## config.mk

```make
export PLATFORM = sky130hd
export DESIGN_NAME = mul_hilo_stage
export DESIGN_NICKNAME = d
export VERILOG_FILES = /design/src/rtl/mul_hilo_stage_pkg.sv /design/src/rtl/mul_hilo_stage_hilo.sv /design/src/rtl/mul_hilo_stage.sv
export SDC_FILE = /design/constraint.sdc
export NUM_CORES = 1
export LEC_CHECK = 0
export ABC_AREA = 1
export CORE_AREA = 5 5 111 113
export DETAILED_ROUTE_END_ITERATION = 7
export DIE_AREA = 0 0 116 118
export DONT_BUFFER_PORTS = 1
export GPL_TIMING_DRIVEN = 0
export PLACE_DENSITY_LB_ADDON = 0.3
export RECOVER_POWER = 25
export SLEW_MARGIN = 5
export SYNTH_ARGS = -nofsm -noshare
export SYNTH_HDL_FRONTEND = slang
export SYNTH_HIERARCHICAL = 1
export SYNTH_SLANG_ARGS = --single-unit
```

## constraint.sdc

```tcl
create_clock -name clock -period 1.1 [get_ports clock]
set_input_delay 0.11 -clock clock [delete_from_list [all_inputs] [get_ports clock]]
set_output_delay 0.11 -clock clock [all_outputs]
set_load 0.02 [all_outputs]
```

## src/rtl/mul_hilo_stage_pkg.sv

```systemverilog
// Shared CPU definitions for the multiply/HI-LO stage: FSM state encodings
// and register widths.
package mul_hilo_stage_pkg;

    localparam int HILO_W = 32;
    localparam int PROD_W = 2 * HILO_W;
    localparam int CNT_W  = 4;

    typedef enum logic [1:0] {
        IDLE    = 2'd0,
        SETTLE  = 2'd1,
        CAPTURE = 2'd2
    } mul_state_t;

endpackage

```

## src/rtl/mul_hilo_stage_hilo.sv

```systemverilog
// HI/LO register pair: a product load from the multiplier and independent
// bus moves into either half, with synchronous clear.
module hilo_reg
    import mul_hilo_stage_pkg::*;
(
    input  logic              clock,
    input  logic              clear,
    input  logic              i_prod_ld,
    input  logic [PROD_W-1:0] i_prod,
    input  logic              i_hi_wr,
    input  logic              i_lo_wr,
    input  logic [HILO_W-1:0] i_bus,
    output logic [HILO_W-1:0] o_hi,
    output logic [HILO_W-1:0] o_lo
);

    logic [HILO_W-1:0] r_hi;
    logic [HILO_W-1:0] r_lo;

    // A product load takes priority: a concurrent bus move is dropped.
    always_ff @(posedge clock) begin
        if (clear) begin
            r_hi <= '0;
            r_lo <= '0;
        end else if (i_prod_ld) begin
            r_hi <= i_prod[PROD_W-1:HILO_W];
            r_lo <= i_prod[HILO_W-1:0];
        end else begin
            if (i_hi_wr) r_hi <= i_bus;
            if (i_lo_wr) r_lo <= i_bus;
        end
    end

    assign o_hi = r_hi;
    assign o_lo = r_lo;

endmodule

```

## src/rtl/mul_hilo_stage.sv

```systemverilog
// Multiply sequencing stage: latches operands for an external combinational
// multiplier, waits WAIT_CYCLES for it to settle, then captures into HI/LO.
module mul_hilo_stage
    import mul_hilo_stage_pkg::*;
#(
    parameter int WAIT_CYCLES = 2
) (
    input  logic              clock,
    input  logic              clear,
    input  logic              start,
    input  logic [HILO_W-1:0] op_a,
    input  logic [HILO_W-1:0] op_b,
    output logic [HILO_W-1:0] mcand,
    output logic [HILO_W-1:0] mplier,
    input  logic [PROD_W-1:0] product,
    input  logic [HILO_W-1:0] bus_in,
    input  logic              hi_wr,
    input  logic              lo_wr,
    output logic [HILO_W-1:0] hi,
    output logic [HILO_W-1:0] lo,
    output logic              busy,
    output logic              done
);

    localparam logic [CNT_W-1:0] CNT_LOAD = CNT_W'(WAIT_CYCLES - 1);

    mul_state_t        r_state;
    mul_state_t        w_state_nxt;
    logic [CNT_W-1:0]  r_cnt;
    logic [CNT_W-1:0]  w_cnt_nxt;
    logic [HILO_W-1:0] r_mcand;
    logic [HILO_W-1:0] r_mplier;
    logic              r_done;
    logic              w_accept;
    logic              w_capture;

    always_comb begin
        w_state_nxt = r_state;
        w_cnt_nxt   = r_cnt;
        w_accept    = 1'b0;
        w_capture   = 1'b0;
        case (r_state)
            IDLE: begin
                if (start) begin
                    w_accept    = 1'b1;
                    w_cnt_nxt   = CNT_LOAD;
                    w_state_nxt = SETTLE;
                end
            end
            SETTLE: begin
                if (r_cnt == '0) w_state_nxt = CAPTURE;
                else             w_cnt_nxt   = r_cnt - 1'b1;
            end
            CAPTURE: begin
                w_capture   = 1'b1;
                w_state_nxt = IDLE;
            end
            default: w_state_nxt = IDLE;
        endcase
    end

    // Operands only change on acceptance so the multiplier inputs hold
    // steady for the whole settle window.
    always_ff @(posedge clock) begin
        if (clear) begin
            r_state  <= IDLE;
            r_cnt    <= '0;
            r_mcand  <= '0;
            r_mplier <= '0;
            r_done   <= 1'b0;
        end else begin
            r_state <= w_state_nxt;
            r_cnt   <= w_cnt_nxt;
            r_done  <= w_capture;
            if (w_accept) begin
                r_mcand  <= op_a;
                r_mplier <= op_b;
            end
        end
    end

    hilo_reg u_hilo (
        .clock     (clock),
        .clear     (clear),
        .i_prod_ld (w_capture),
        .i_prod    (product),
        .i_hi_wr   (hi_wr),
        .i_lo_wr   (lo_wr),
        .i_bus     (bus_in),
        .o_hi      (hi),
        .o_lo      (lo)
    );

    assign mcand  = r_mcand;
    assign mplier = r_mplier;
    assign busy   = (r_state != IDLE);
    assign done   = r_done;

endmodule

```

==> results of run 1 <==
worst max-delay path by stage:
stage,from,to,slack (ps),cells past startpoint
6_report,r_state[1],u_hilo/o_lo[15],-380,9
2_1_floorplan,r_state[1],u_hilo/o_hi[18],-9,8
4_1_cts,r_state[1],u_hilo/o_hi[29],-190,9
3_5_place_dp,r_state[1],u_hilo/o_hi[6],-310,8
5_1_grt,r_state[1],u_hilo/o_hi[20],-460,9
3_3_place_gp,r_state[1],u_hilo/o_hi[6],-270,8
worst max-delay path, delay by kind of cell, from the launching register on:
kind          cells  cell delay [ps]
buf+inv           5              500
flops             1              350
simple gates      4              520
layer usage:
layer / track usage (%) / up-vias / share of wire, %
li1: - / 2960 / -
met1: 32.6 / 3315 / 31
met2: 55.5 / 736 / 49
met3: 13.2 / 241 / 13
met4: 16.9 / 0 / 7.0
met5: 0 / - / 0
cell usage after synthesis:
library cell               number
sky130_fd_sc_hd__nand2_1      197
sky130_fd_sc_hd__nor2_1       140
sky130_fd_sc_hd__dfxtp_1      135
sky130_fd_sc_hd__nand3_1      130
sky130_fd_sc_hd__inv_1         68
sky130_fd_sc_hd__o21ai_0       56
sky130_fd_sc_hd__buf_2         18
sky130_fd_sc_hd__clkbuf_1      17
sky130_fd_sc_hd__buf_6         13
sky130_fd_sc_hd__o21ai_1       10
sky130_fd_sc_hd__buf_1          6
sky130_fd_sc_hd__inv_2          6
sky130_fd_sc_hd__a21oi_1        3
sky130_fd_sc_hd__nor3_1         3
sky130_fd_sc_hd__ha_1           2
sky130_fd_sc_hd__nand2_4        1
sky130_fd_sc_hd__nand3_2        1
area by class of cell:
class                           count  area, µm²
Timing Repair Buffer              192       2030
Antenna cell                        5       12.5
Sequential cell                   135       2710
Clock buffer                       18        429
Buffer                             54        553
Tap cell                          143        179
Clock inverter                     14        198
Fill cell                         510       1700
Inverter                           74        293
Multi-Input combinational cell    543       3120
power breakdown:
| group | total, mW | internal, mW | switching [mW] | leakage (nW) |
|---|---|---|---|---|
| Sequential | 6.42 | 5.36 | 1.06 | 1.12 |
| Clock | 6.16 | 3.82 | 2.34 | 0.302 |
| Combinational | 3.44 | 1.60 | 1.84 | 3.03 |
| Total | 16.0 | 10.8 | 5.24 | 4.45 |
flip-flops by register name, indices dropped and copies added, names as in the netlist:
signal and count:
mplier 32, done 1, mcand 32, u_hilo/o_hi 32, u_hilo/o_lo 32, r_cnt 4, r_state 2
timing repair:
action                                  CTS  global route
pin swaps                                16            42
hold buffers                            161             0
setup buffers                            10             6
gates resized for setup                  78           262
gates cloned                              4            11
endpoints found under the hold margin   133             0
endpoints found under the setup margin  124           135
cells in the final DEF, fill, tap and decap left out, types with 23 or more instances in the layout:
cell type,synthesis,routed
sky130_fd_sc_hd__nand2_1,197,174
sky130_fd_sc_hd__dlygate4sd3_1,0,161
sky130_fd_sc_hd__dfxtp_1,135,130
sky130_fd_sc_hd__nand3_1,130,91
sky130_fd_sc_hd__inv_1,68,62
sky130_fd_sc_hd__nor2_1,140,61
sky130_fd_sc_hd__nor2_4,0,46
sky130_fd_sc_hd__nand3_2,1,38
sky130_fd_sc_hd__nor2_2,0,33
sky130_fd_sc_hd__o21ai_1,10,29
sky130_fd_sc_hd__clkbuf_16,0,28
sky130_fd_sc_hd__buf_6,13,23
kinds of logic after synthesis:
group	after synthesis	share of synthesized area [%]
adders and majority gates	2	0.445
DFF	135	48.0
buffers and inverters	128	10.7
AOI/OAI and AO/OA	69	6.14
and+or+nand+nor	472	34.7
==> results by stage, run 1 <==
Synth:
- The post-synthesis instance area is 5630 µm².
- The synthesis-stage register bit count is 135.
- The cell count after synthesis came out at 806.
- After synthesis, the netlist uses 17 different library cells.
- For this run, the number of Yosys warnings is 6.
- The synthesized netlist net count is 973.
- After synthesis, the cell types taking the most area are sky130_fd_sc_hd__dfxtp_1, sky130_fd_sc_hd__nand2_1, sky130_fd_sc_hd__nand3_1, sky130_fd_sc_hd__nor2_1, sky130_fd_sc_hd__o21ai_0.
- The post-synthesis sequential area ratio is 48.0%.
- The synthesized design spends more area on one cell type than any other, namely sky130_fd_sc_hd__dfxtp_1.
- The post-synthesis area per instance is 6.98 µm².
- The fraction of post-synthesis cell area in the top cell type by area is 48.0%.

Detailed routing:
- The via count of the routed design is 7252.
- The post-detailed-route via-to-cell ratio is 6.16.
- In this run the remaining antenna-violating nets after routing total 0.
- The per-cell routed wire length is 24.8 µm.
- The first routing iteration left 1311 violations.
- The pre-antenna-repair detailed-routing pass consisted of 7 iterations.
- The post-route DRC violation count is 0.
- The final layout contains routed wiring with a total length of 29200 µm.

Layout:
- The finished cells cover 9520 µm².
- Of the cells placed in the final design, the portion with a size suffix greater than 1 is 27.8%.
- The layout net count is 1184.
- Relative to the synthesized area, the layout overhead comes to 69.2%.
- The finished layout holds 1178 standard cells, fillers aside.
- Once layout is complete, the utilization of the core stands at 84.8%.

Timing:
- On the final layout, the worst clock skew is 9.67 ps.
- Setup violations remaining at the end of the flow were counted as 136.
- The worst path in the final design needs a cycle of 1480 ps, including I/O delays and setup.
- The final max-slew violation count is 0.
- Across all hold checks on the routed design, the worst slack comes to 178 ps.
- After layout, the worst setup slack is -385 ps.
- The relative slew slack is 52.4%.
- The final-report hold violation count was 0.
- The slew at the pin closest to its max-slew limit is 714 ps.
- Setup repair after global routing could not meet its margin everywhere.
- The final critical path takes up 135% of the cycle.
- The maximum achievable frequency is 0.673 GHz.
- The final setup TNS is -29340 ps.

GRT:
- The overall routing resource usage is 32.2%.
- The global-route wire length before repair is 34900 µm.
- The maximum number of pins on one net before global-route repair is 17.
- The number of antenna violations at the first check in global routing was 3.
- After global routing the overflow that remains totals 0.
- The number of global-route vias before repair is 6808.

Clocking:
- The buffer levels on the longest clock path is 2.
- After clock tree synthesis, the clock-pin slew on the worst setup and hold paths is 60 ps.
- Clock tree synthesis inserted a total of 17 buffers.
- The CTS tree is yes.
- The clock tree root driver cell is sky130_fd_sc_hd__clkbuf_16.
- Counting every sink on the clock net gives 135.
- The maximum level of the CTS H-tree is 4.
- The insertion delay of the later-clocked pin in the worst-skew pair is 430 ps.

Hold path:
- The cell depth of the worst min-delay path is 5.
- The worst hold endpoint is r_state[0].
- The startpoint identified for the worst hold timing path is start.
- The class of the worst hold path is in2reg.

Pwr:
- After layout, the design draws a total of 16.0 mW.
- The largest vdd supply drop is 1.38 mV.
- The power density over cell area is 1680 nW/µm².
- The leakage power figure is 4.45 nW.

Critical path:
- In this design, the stage delay of the slowest critical-path cell is 350 ps.
- The startpoint of the most critical register-to-register path is r_state[1].
- The worst setup path is of the reg2reg kind.
- The cell with the largest stage delay on the worst path is sky130_fd_sc_hd__dfxtp_2.
- For the worst flop-to-flop path, the logic depth is 9.
- By instance count, the cell type seen most on the critical path is sky130_fd_sc_hd__nand3_1.
- The startpoint type of the worst setup path is a flop.
- The data required time at the worst endpoint is 1410 ps.
- Data arrives at the worst endpoint at 1800 ps.
- STA classifies the critical path endpoint as a flop.
- The critical path goes through inv_4 -> nor2_4 -> buf_6 -> inv_8 -> clkbuf_8 -> nand3_1 -> nand3_1 -> nand2_1 -> inv_1.
- Of all nets on the critical path, the largest fanout is 16.
- Across all register-to-register paths, the minimum setup slack is -380 ps.
- The endpoint identified for the worst register-to-register timing path is u_hilo/o_lo[15].

Placement:
- Summing all placed instances gives a cell area of 5830 µm².
- The count of buffers added on input and output ports is 0.
- The sum of net half-perimeters after detailed placement is 13000 µm.
- The placed instance count is 949.
- The pre-CTS setup slack is -314 ps.
- The final estimated routing congestion in global placement is 0.870.

Floorplan:
- The initial utilization of the core area, before any placement, comes to 50.1%.
- The horizontal extent of the die is 116 µm.
- The floorplan has 39 rows.
- The total I/O pin count is 295.
- The core area is 11200 µm².
- The die is 118 µm tall.
- The floorplan step defined a die boundary enclosing 13700 µm².

Status:
- The checks that failed: setup timing.
- The run finished, with violations left.

Flow run:
- Max-cap violations in this run came to 0.
Note: power is estimated with default switching activity, not from simulation.
==> run 2, diff against run 1 <==
==> constraint.sdc (replaced) <==
create_clock -name clock -period 1.1 [get_ports clock]
set_input_delay 0.275 -clock clock [delete_from_list [all_inputs] [get_ports clock]]
set_output_delay 0.275 -clock clock [all_outputs]
set_load 0.02 [all_outputs]
==> run 2 against run 1 <==
Compared with the run above: the run still ends with setup timing left; sequential power decreased by 2%; final area decreased by 22%; power decreased by 12%; maximum frequency increased by 13%.
==> results by stage, run 2 (same netlist as run 1, synthesis figures left out) <==
Placement:
- The final estimated routing congestion in global placement is 0.870.
- The sum of net half-perimeters after detailed placement is 13000 µm.
- Summing all placed instances gives a cell area of 5830 µm².
- The count of buffers added on input and output ports is 0.

Critical path:
- The data required time at the worst endpoint is 820 ps.
- STA classifies the critical path startpoint as a flop.
- The depth of the worst register-to-register path is 9.
- The internal reg-to-reg setup slack is -200 ps.
- The arrival time reported for the critical path endpoint is 1040 ps.
- STA classifies the critical path endpoint as an output port.
- The cell with the largest stage delay on the worst path is sky130_fd_sc_hd__dfxtp_2.
- The startpoint identified for the worst register-to-register timing path is r_state[1].
- The worst register-to-register path ends at u_hilo/o_hi[13].
- The critical path is of the reg2out type.
- The worst stage delay on the critical path is 350 ps.
- Of all nets on the critical path, the largest fanout is 4.
- The critical path goes through inv_4 -> buf_4 -> nand2_4.

Timing:
- The worst-case clock skew is 9.47 ps.
- Of the available clock period, the critical path in the final layout requires 119%.
- Setup repair after global routing could not meet its margin everywhere.
- The final-report hold violation count was 0.
- The relative slew slack is 61.5%.
- The worst path in the final design needs a cycle of 1310 ps, including I/O delays and setup.
- The final hold slack is 2.50 ps.
- The post-route worst setup slack is -213 ps.
- The count of endpoints failing setup in the final report is 119.
- The slew at the pin closest to its max-slew limit is 578 ps.
- Timing would allow up to 0.761 GHz.
- The final max-slew violation count is 0.

Layout:
- The area taken by flip-flops and latches is 3140 µm².
- The synthesis-to-finish area growth is 32.5%.
- The number of antenna repair diodes is 0.
- The most frequent standard cell in the layout excluding fill and tap cells is sky130_fd_sc_hd__nand2_1.
- The area occupied by multi-input gates is 2480 µm².
- Of the cells placed in the final design, the portion with a size suffix greater than 1 is 30.4%.
- The top cell types in the final layout, fill and taps aside, are sky130_fd_sc_hd__nand2_1, sky130_fd_sc_hd__nor2_1, sky130_fd_sc_hd__nand3_1.
- The filler cells instantiated in the layout total 902.
- For this run, the post-layout net count is 1016.
- With fillers left out, the area of the finished cells amounts to 7450 µm².

Hold path:
- The worst hold path terminates at mcand[14].
- The cell depth of the worst min-delay path is 2.
- The worst hold path begins at op_a[14].
- The tightest min-delay check is of the in2reg type.

GRT:
- The number of global-route vias before repair is 5339.
- The first global-routing pass estimated 27300 µm of wire.
- The overall routing resource usage is 25.3%.
- The remaining global-route overflow is 0.
- The maximum number of pins on one net before global-route repair is 17.
- The number of antenna violations at the first check in global routing is 0.

Flow run:
- Max-cap violations in this run came to 0.

Clocking:
- CTS placed an instance of sky130_fd_sc_hd__clkbuf_16 at the clock tree root.
- The buffer levels on the longest clock path is 2.
- The maximum level of the CTS H-tree is 4.
- The CTS buffer count is 17.
- Clock-pin slew was measured on the worst setup and hold paths at 60 ps.
- Counting every sink on the clock net gives 135.
- For the worst-skew pair, the clock arrives at the later sink with an insertion delay of 420 ps.
- The CTS tree is yes.

Floorplan:
- The die is 118 µm tall.
- The floorplan step set the die width to 116 µm.
- The core area is 11200 µm².
- The total I/O pin count is 295.
- After floorplanning, the core was divided into 39 placement rows.
- The floorplan die area is 13700 µm².
- The effective utilization at floorplan is 50.1%.

Detailed routing:
- After detailed routing, the average wire length per cell comes to 18.0 µm.
- The detail route stage leaves a number of antenna-violating nets equal to 0.
- Dividing the detail-routed via count by the number of cells gives 5.33.
- The sum of routed wire length over all layers is 18100 µm.
- The iteration count of the initial detailed-routing pass is 5.
- The detailed router finished its first iteration with 404 violations.
- The detailed router placed 5352 vias in this run.
- The post-route DRC violation count is 0.

Pwr:
- The power density over cell area is 1900 nW/µm².
- The leakage power figure is 3.56 nW.
- The largest vdd supply drop is 1.45 mV.

Status:
- The checks that failed: setup timing.
- The flow ran to the end, but the final reports show violations.
-- run 2: cell types whose count changed in the layout (fill, tap and decap cells not counted), sizes merged --
cell         delta
buf             -6
clkinv          -1
diode           -5
dlygate4sd3   -153
inv             +1
clkbuf          -9
-- run 2: worst max path at each step --
stage / from / to / slack, ps
after floorplan: r_state[1] / u_hilo/o_hi[18] / -9
after global placement: r_state[1] / u_hilo/o_hi[6] / -270
after detailed placement: r_state[1] / u_hilo/o_hi[6] / -310
after CTS: r_state[1] / u_hilo/o_hi[29] / -190
after global routing: r_state[1] / u_hilo/o_lo[3] / -300
final: r_state[1] / busy / -210
-- run 2: critical path: cells and delay by family (launching register included) --
| kind | cells | cell delay, ps |
|---|---|---|
| buf+inv | 2 | 180 |
| flops | 1 | 350 |
| simple gates | 1 | 90 |
-- run 2: layer usage --
| metal | share of wire [%] | vias up | track usage [%] |
|---|---|---|---|
| li1 | - | 2621 | - |
| met1 | 33 | 2406 | 24.5 |
| met2 | 51 | 279 | 44.6 |
| met3 | 13 | 46 | 12.3 |
| met4 | 3.0 | 0 | 11.3 |
| met5 | 0 | - | 0 |
-- run 2: cell type report --
type	instances	share of cell area, %
Buffer	54	6.72
Sequential cell	135	42.2
Tap cell	143	2.40
Clock buffer	18	5.76
Multi-Input combinational cell	543	33.2
Timing Repair Buffer	24	3.17
Clock inverter	14	2.65
Inverter	74	3.90
-- run 2: repair_timing --
action	4_1_cts	5_1_grt
setup endpoints to repair	253	234
resized for setup	287	81
cloned	4	2
hold buffers	8	0
pin swaps	16	12
hold endpoints to repair	10	0
buffers inserted	8	2
-- run 2: where the power goes --
group	internal [mW]	switching, mW	total, mW	leakage, nW
registers	5.40	0.886	6.28	1.19
clock network	3.82	2.18	5.99	0.302
logic	0.806	1.08	1.89	2.06
-- run 2: stage by stage --
step,TNS [ps],power [mW],utilization [%],worst slack [ps],cells
after floorplan,-510,7.48,-,-8.90,806
after global placement,-15900,7.82,52.0,-268,949
after detailed placement,-19230,7.90,52.0,-314,949
after CTS,-14570,14.2,64.7,-194,1001
after global routing,-27570,14.8,66.4,-299,1005
final,-15540,14.2,66.4,-213,1005
==> run 3, diff against run 2 <==
- CORE_AREA: 5 5 111 113 -> default
- CORE_MARGIN: default -> 5
- CORE_UTILIZATION: default -> 51
- DIE_AREA: 0 0 116 118 -> default
==> run 3 against run 2 <==
Compared with the run above: the flow still finishes with violations (setup timing); critical path type is now reg2reg; final area is 30% higher; largest power group unchanged; maximum frequency is 11% lower; die area is 3.3% lower.
==> results by stage, run 3 (same netlist as run 1, synthesis figures left out) <==
Hold path:
- The class of the worst hold path is in2reg.

Placement:
- The final estimated routing congestion in global placement is 0.887.
- The pre-CTS setup slack is -376 ps.
- The count of input and output buffers is 0.
- The sum of net half-perimeters after detailed placement is 13100 µm.
- The placed instance count is 946.

Floorplan:
- The floorplan die area is 13200 µm².
- In this run the count of I/O pins placed on the die edge is 295.
- For this configuration, the core starts out at a cell density of 51.9%.
- The core area is 10800 µm².
- From bottom edge to top edge, the die measures 115 µm.
- The cell row count is 38.
- The horizontal extent of the die is 115 µm.

Detailed routing:
- In the final routed layout, each cell accounts on average for 23.2 µm.
- The post-route DRC violation count is 0.
- The post-detailed-route via-to-cell ratio is 6.04.
- The detailed router finished its first iteration with 700 violations.
- For this block, the routed nets add up to 26800 µm of wire.
- The count of nets left with antenna violations once routing finished came out at 0.
- Summing over every cut layer, the via total after detailed routing is 6980.
- The first detailed-routing pass took 6 iterations.

Critical path:
- The critical path goes through inv_4 -> buf_4 -> nand3_4 -> buf_12 -> buf_8 -> o21ai_1 -> nor2_1.
- Data on the critical path is required at its endpoint by 1490 ps.
- The worst setup path is captured at a flop.
- The top fanout value on the critical path is 10.
- The cell with the largest stage delay on the worst path is sky130_fd_sc_hd__dfxtp_2.
- The critical path is of the reg2reg type.
- Setup slack on the worst reg-to-reg path comes out at -370 ps.
- The startpoint type of the worst setup path is a flop.
- The arrival time reported for the critical path endpoint is 1860 ps.
- The worst stage delay on the critical path is 340 ps.

Pwr:
- The power density over cell area is 1590 nW/µm².
- The largest vdd supply drop is 0.951 mV.
- The design draws 15.4 mW.
- The leakage power figure is 4.45 nW.

Timing:
- Static timing analysis puts the maximum clock frequency at 0.679 GHz.
- The smallest clock period supported by the final layout is computed as 1470 ps.
- The final max-slew violation count is 0.
- For the final database, setup skew stands at 12.2 ps.
- Setup violations remaining at the end of the flow were counted as 263.
- Setup slack on the critical path of the routed design comes to -372 ps.
- Setup repair after global routing could not meet its margin everywhere.
- Hold is met by 13.3 ps.
- For the pin with the worst max-slew slack, the measured transition is 755 ps.
- The final-report hold violation count was 0.
- Dividing the final minimum period by the clock period gives 134%.
- In this run the tightest slew margin relative to its limit is 49.6%.

Layout:
- Leaving out fill and tap cells, the most frequent cell in the layout is sky130_fd_sc_hd__nand2_1.
- The final standard cell utilization of the core is 89.4%.
- The synthesis-to-finish area growth is 72.3%.
- The layout net count is 1167.
- In the layout the commonest cells are sky130_fd_sc_hd__nand2_1, sky130_fd_sc_hd__dlygate4sd3_1, sky130_fd_sc_hd__dfxtp_4.
- The filler-free cell count of the finished design is 1156.
- The share of cells above drive strength 1 is 37.9%.

GRT:
- The most utilized layer in the global route result is met2.
- The maximum number of pins on one net before global-route repair is 17.
- The global-route met3 utilization is 12.3%.
- In the global route stage, met1 resource usage came out at 31.6%.
- The global-route wire length before repair is 33400 µm.
- The overall routing resource usage is 32.1%.
- The number of antenna violations at the first check in global routing was 1.
- The number of global-route vias before repair is 6574.
- Summed over all layers, the global routing overflow is 0.
- The met2 track demand over resource in global routing is 58.4%.

Clocking:
- The CTS tree is yes.
- The tree is rooted in a sky130_fd_sc_hd__clkbuf_8.
- The longest clock path from root to sink contains 2 buffers.
- The number of clock buffers added by TritonCTS is 17.
- The maximum level of the CTS H-tree is 4.
- Clock-pin slew was measured on the worst setup and hold paths at 60 ps.
- The clock sink count is 135.
- At the later pin of the worst-skew pair, clock insertion delay measures 510 ps.

Flow run:
- The max-cap check violation count is 0.

Status:
- The final reports fail on setup timing.
- The flow ran to the end, but the final reports show violations.
## run 3: stage by stage
step                area (µm²)  TNS [ps]
finish                    9690    -40930
global route              9680    -51730
CTS                       8840    -29930
detailed placement        5830    -22410
global placement          5830    -18980
floorplan                 5650      -510
## run 3: routing by layer
layer  wire, µm  vias up
met1       8600     3279
li1           -     2931
met3       3020      135
met2      13800      635
met4       1450        0
met5          0        -
## run 3: area by class of cell
cell class | instances | area (µm²)
plain buffers | 53 | 581
diodes | 4 | 10.0
well taps | 140 | 175
fillers | 419 | 1150
clock buffers | 17 | 414
inverters | 74 | 298
clock inverters | 14 | 173
repair buffers | 176 | 1910
flip-flops and latches | 135 | 3190
multi-input cells | 543 | 2940
## run 3: final timing paths
path | from | end | cells after the start
setup reg to reg | r_state[1] | mplier[11] | 7
hold / removal | bus_in[21] | u_hilo/o_hi[21] | 4
setup / recovery | r_state[1] | mplier[11] | 7
hold reg to reg | r_state[0] | done | 1
## run 3: what timing repair did
action | 4_1_cts | 5_1_grt
gates cloned | 2 | 11
endpoints found under the setup margin | 258 | 263
pin swaps | 18 | 38
endpoints found under the hold margin | 131 | 0
hold buffers | 148 | 0
resized for setup | 374 | 183
buffers inserted | 10 | 5
## run 3: where the power goes
| group | switching, mW | internal, mW | leakage [nW] |
|---|---|---|---|
| sequential | 0.982 | 5.38 | 1.20 |
| clock | 2.30 | 3.46 | 0.285 |
| combinational | 1.72 | 1.53 | 2.96 |
## run 3: critical path: cells and delay by family, from the launching register on
kind	cells	cell delay (ps)
buf+inv	4	570
flops	1	340
simple gates	2	240
compound gates	1	200
